[src/rtl/georam_bus.sv]
// GeoRAM expansion-port front end: /IO1 window and /IO2 register decode,
// SDRAM request forming, C64 read steering and page auto-increment.
module georam_bus #(
   parameter logic [7:0] BLOCK_MASK = 8'hFF
) (
   input  logic        PHI2,
   input  logic        nRESET,
   input  logic        nIO1,
   input  logic        nIO2,
   input  logic        RnW,
   input  logic [7:0]  CA,
   input  logic [7:0]  CD,
   input  logic [7:0]  RDD,
   output logic        RAMSEL,
   output logic        nWE,
   output logic [21:0] A,
   output logic [7:0]  WRD,
   output logic        DOE,
   output logic [7:0]  DOUT
);

   typedef enum logic {IDLE, ARMED} ainc_t;

   ainc_t       state, state_nxt;
   logic [5:0]  page, page_nxt;
   logic [7:0]  block, block_nxt;
   logic [2:0]  ctrl, ctrl_nxt;
   logic [13:0] bp_inc;
   logic        wr_ctrl, wr_page, wr_block, deff_hit;
   logic        rd_en;
   logic [7:0]  rd_data;

   assign wr_ctrl  = !nIO2 && !RnW && (CA == 8'hFD);
   assign wr_page  = !nIO2 && !RnW && (CA == 8'hFE);
   assign wr_block = !nIO2 && !RnW && (CA == 8'hFF);
   // Any $DEFF access arms, including a write suppressed by WP.
   assign deff_hit = !nIO1 && (CA == 8'hFF) && ctrl[0];
   assign bp_inc   = {block, page} + 14'd1;

   always_ff @(negedge PHI2) begin
      if (!nRESET) begin
         state <= IDLE;
         page  <= '0;
         block <= '0;
         ctrl  <= '0;
      end else begin
         state <= state_nxt;
         page  <= page_nxt;
         block <= block_nxt;
         ctrl  <= ctrl_nxt;
      end
   end

   always_comb begin
      state_nxt = IDLE;
      page_nxt  = page;
      block_nxt = block;
      ctrl_nxt  = ctrl;
      case (state)
         IDLE:  state_nxt = deff_hit ? ARMED : IDLE;
         ARMED: begin
            state_nxt = deff_hit ? ARMED : IDLE;
            // A C64 write to PAGE or BLOCK on this edge supersedes the increment.
            if (!wr_page && !wr_block) begin
               page_nxt  = bp_inc[5:0];
               block_nxt = bp_inc[13:6] & BLOCK_MASK;
            end
         end
         default: state_nxt = IDLE;
      endcase
      if (wr_page)  page_nxt  = CD[5:0];
      if (wr_block) block_nxt = CD & BLOCK_MASK;
      if (wr_ctrl)  ctrl_nxt  = CD[2:0];
   end

   assign A      = nRESET ? {block, page, CA} : {14'd0, CA};
   assign RAMSEL = !nIO1 && nRESET;
   assign nWE    = !(!RnW && !ctrl[1] && nRESET);
   assign WRD    = CD;

   always_comb begin
      rd_en   = 1'b0;
      rd_data = 8'h00;
      if (!nIO1) begin
         rd_en   = 1'b1;
         rd_data = RDD;
      end else if (!nIO2) begin
         case (CA)
            8'hFD: begin rd_en = 1'b1;    rd_data = {5'b0, ctrl}; end
            8'hFE: begin rd_en = ctrl[2]; rd_data = {2'b0, page}; end
            8'hFF: begin rd_en = ctrl[2]; rd_data = block;        end
            default: ;
         endcase
      end
   end

   assign DOE  = PHI2 && RnW && nRESET && rd_en;
   assign DOUT = (RnW && nRESET && rd_en) ? rd_data : 8'h00;

endmodule

[config.mk]
export PLATFORM = sky130hd
export DESIGN_NAME = georam_bus
export DESIGN_NICKNAME = d
export VERILOG_FILES = /design/src/rtl/georam_bus.sv
export SDC_FILE = /design/constraint.sdc
export NUM_CORES = 1
export LEC_CHECK = 0
export CAP_MARGIN = 20
export CORE_MARGIN = 3
export CORE_UTILIZATION = 40
export CTS_BUF_LIST = sky130_fd_sc_hd__clkbuf_2 sky130_fd_sc_hd__clkbuf_4 sky130_fd_sc_hd__clkbuf_8
export CTS_CLUSTER_DIAMETER = 80
export DETAILED_ROUTE_END_ITERATION = 12
export PLACE_DENSITY_LB_ADDON = 0.05
export SLEW_MARGIN = 15
export SYNTH_ARGS = -nofsm -noshare
export SYNTH_HDL_FRONTEND = slang
export SYNTH_SLANG_ARGS = --single-unit
[constraint.sdc]
create_clock -name PHI2 -period 4.68 [get_ports PHI2]
set_clock_uncertainty 0.1 [all_clocks]
set_input_delay 0.936 -clock PHI2 [delete_from_list [all_inputs] [get_ports PHI2]]
set_output_delay 0.936 -clock PHI2 [all_outputs]
set_load 0.1 [all_outputs]
# Word-level counts from Yosys, hierarchy flattened
# Index checks and enable logic that the tools add are counted.
[word_totals]
ff_bits = 18
inputBits = 29
out_inout_bits = 41
elab_cells = 52
[op_classes]
add_sub_neg = 1
n_eq_ne = 3
muxes = 15
n_reduce_logical = 29
[op_table]
columns = ["cell", "count"]
rows = [
  ["8-bit two-way mux", 6],
  ["8-bit equality test (second input constant)", 3],
  ["8-bit one-hot mux with 3 select lines", 1],
  ["22-bit two-way mux", 1],
  ["6-bit two-way mux", 3],
  ["1-bit logical AND", 15],
  ["14-bit by 1-bit adder with 14-bit output (second input constant)", 1],
  ["2-bit nonzero test", 4],
  ["1-bit zero test", 7],
  ["2-bit AND reduction", 2],
  ["1-bit two-way mux", 3],
  ["1-bit one-hot mux with 2 select lines", 1],
  ["2-bit OR reduction", 1],
]

# Longest topological paths before layout
[logic_depth]
word_depth = 8
ltp_mapped = 6
depth_no_buf = 5

==> summary.md <==
| Metric | Value |
|---|---|
| Crit path DAT | about 4100 ps |
| H-tree depth | 1 |
| FFs w/ async S/R, synth | 0 |
| Post-route ant nets | 0 |
| Full die area | between 4000 and 5000 µm² |
| RSZ-0062 raised after global routing | yes |
| Global route overflow | 0 |
| Synth cell types | 39 |
| Top_reg_cell synth | dfxtp_1 |
| CTS tree | done |
| DP Worst Slack | -749 ps |
| Post-Synthesis Cells | 193 |
| Final Util | 0.808 |
| Non-Filler Instances | between 300 and 400 |
| Pwr/cell area | ~180 nW/µm² |
| Worst hold slack | 381 ps |
| Commonest non-fill, non-tap cell in the layout | buf_4 |
| First-pass GRT wire length | between 8 and 9 mm |
| Critical Path End Type | output pin |
| Initial antenna violation count | 0 |
| Die height | between 60 and 70 µm |
| Vias | about 1.9k |
| Overall power | 0.492 mW |
| DRC viols | 0 |
| Failing checks | negative setup slack |
| Synth-to-layout area growth | 88.8% |
| Most used cell, CP | buf_12 |
| Hold path startpoint | ctrl[0] |
| Layout cell share with drive strength beyond 1 | 0.376 |
| Area share of the largest cell type after synthesis | 0.246 |
| Routed wl met2 | about 2.7 mm |
| Overall routed net length | ~5.4 mm |
| Input/output buffers | 69 |
| Vias in the first global route | roughly 1.8k |
| TritonRoute pass-1 iters | 4 |
| Worst min path class | register to register |
| Max cap viols | 0 |
| Largest net degree at the start of global routing | 19 |
| Critical Path Max Stage Delay | roughly 350 ps |
| Mapped cell area | around 1500 µm² |
| Post-synthesis register bit count | 18 |
| Final hold violation count | 0 |
| Num rows | 21 |
| R2R depth | 6 |
| Max-slew headroom | 0.727 |
| Slew @ Worst Pin | 405 ps |
| Routed wire length per instance | around 16 µm |
| Outcome | complete, but fails checks |
| Post-synth EDFFs | 0 |
| RD Place Congestion | between 0.8 and 0.9 |
| Reg-to-reg setup timing slack | 3060 ps |
| Met3 routed wirelength | about 450 µm |
| Initial Utilization | 0.428 |
| Filler cell count in the final layout | 244 |
| Crit path max fanout | 8 |
| Syn avg cell area | 7.58 µm² |
| PnR worst setup slack | -454 ps |
| Detailed-placement wirelength estimate | ~4 mm |
| Area leader, netlist | dfxtp_1 |
| Clk_lat worst skew | around 390 ps |
| GRT Overall Usage | 0.246 |
| WP buf/inv | 2 |
| Placed cell area | 2620 µm² |
| Worst-path clk slew | around 40 ps |
| CTS buffer count | 3 |
| WHS Endpoint | state |
| Setup CP Type | register to output pin |
| Register area share after synthesis | 0.246 |
| Crit path required time | 3640 ps |
| Fin nets | approximately 330 |
| Die W | about 66 µm |
| Post-Syn Nets | roughly 220 |
| CTS root buf | clkbuf_4 |
| Most frequent cells in the layout | buf_4 (51), nand2_1 (26), buf_12 (25), inv_1 (24), clkdlybuf4s50_1 (20) |
| Delay-heaviest family, CP | compound AO/OA/AOI/OAI gates |
| Final Max Tran Viols | 0 |
| DR vias/cell | around 5.5 |
| I/O pins | 70 |
| Post-CTS Hold Buffers | 0 |
| Synth Warn # | 0 |
| Iteration-0 DRC Markers | 106 |
| Hold depth | 2 |
| Placed cells | around 320 |
| Top Metal Used | met4 |
| Antenna cells | 0 |
| Setup TNS | -3810 ps |
| Maximum VDD drop | approximately 0.27 mV |
| Max clock buf depth | 2 |
| Reg-to-Reg Start | page[0] |
| WL met1 | about 2.2 mm |
| Leak | ~1.2 nW |
| Core Area | ~3400 µm² |
| Slowest CP cell | o41ai_2 |
| Final setup fails | 10 |
| FF-to-FF End | block[5] |
| Area contributors post-synth | dfxtp_1 (25%), buf_4 (8.2%), nand2_1 (6.9%) |
| CP Cell Sequence | mux2i_1, o41ai_2, nand3_4, buf_12, a21oi_4, buf_12 |
| Cell area after layout | about 2800 µm² |
| Startpoint Class | register |
routing by layer:
metal | global-route usage | vias to the layer above
li1 | - | 882
met1 | 0.291 | 872
met2 | 0.405 | 101
met3 | 0.0691 | 13
met4 | 0.119 | 0
met5 | 0 | -
where the power goes:
group	leakage [nW]	total (mW)	internal [mW]	switching [mW]
Sequential	0.146	0.154	0.154	0.0000937
Clock	0.131	0.177	0.0587	0.118
Combinational	0.883	0.161	0.0528	0.108
flip-flops by register name (all words and copies together), names as in the netlist:
name / flops
block: 8
ctrl: 3
page: 6
state: 1
cells in the mapped netlist, drive strengths merged, types with 3 or more instances:
master,instances
nand2,27
buf,18
dfxtp,18
and2,15
nor2,12
nand3,11
o21ai,10
nand4,9
a21oi,8
clkbuf,6
mux2,6
xor2,6
inv,5
and3,4
mux2i,4
nor3,4
xnor2,4
a22oi,3
and4,3
logic make-up (layout without fill, tap and decap cells):
kind of cell / after synthesis / in the layout / share of synthesized area
buffers and inverters: 29 / 131 / 0.117
AOI/OAI and AO/OA: 31 / 31 / 0.133
DFF: 18 / 18 / 0.246
xor gates and xnor gates: 10 / 10 / 0.0599
adders and majority gates: 1 / 1 / 0.00855
and+or+nand+nor: 94 / 94 / 0.361
muxes: 10 / 10 / 0.0736
how the worst max path moves through the flow:
| stage | slack (ps) | cells after the start | end | start |
|---|---|---|---|---|
| 5_1_grt | -540 | 6 | DOUT[4] | ctrl[2] |
| 3_3_place_gp | -680 | 5 | DOE | ctrl[2] |
| 6_report | -450 | 6 | DOUT[4] | ctrl[2] |
| 4_1_cts | -520 | 6 | DOUT[3] | ctrl[2] |
| 3_5_place_dp | -750 | 5 | DOE | ctrl[2] |
| 2_1_floorplan | -280 | 4 | DOUT[3] | ctrl[2] |
timing repair:
action                                  in CTS  in global routing
pin swaps                                    4                  3
gates resized for setup                     24                  4
buffers inserted                             1                  0
endpoints found under the setup margin      23                 15
cell type report:
type	count	area (µm²)	share of cell area
Clock buffer	4	42.5	0.0154
Clock inverter	20	75.1	0.0272
Inverter	4	15.0	0.00544
Multi-Input combinational cell	146	1070	0.389
Sequential cell	18	363	0.131
Tap cell	46	57.6	0.0208
Timing Repair Buffer	103	1130	0.411
worst register-to-register path, delay by kind of cell, from the launching register on:
family / cells / cell delay [ps]
and+or+nand+nor: 3 / 660
DFF: 1 / 360
buffers and inverters: 1 / 150
AOI/OAI and AO/OA: 1 / 70
xor gates and xnor gates: 1 / 170
Power figures use the tool's default switching activity.
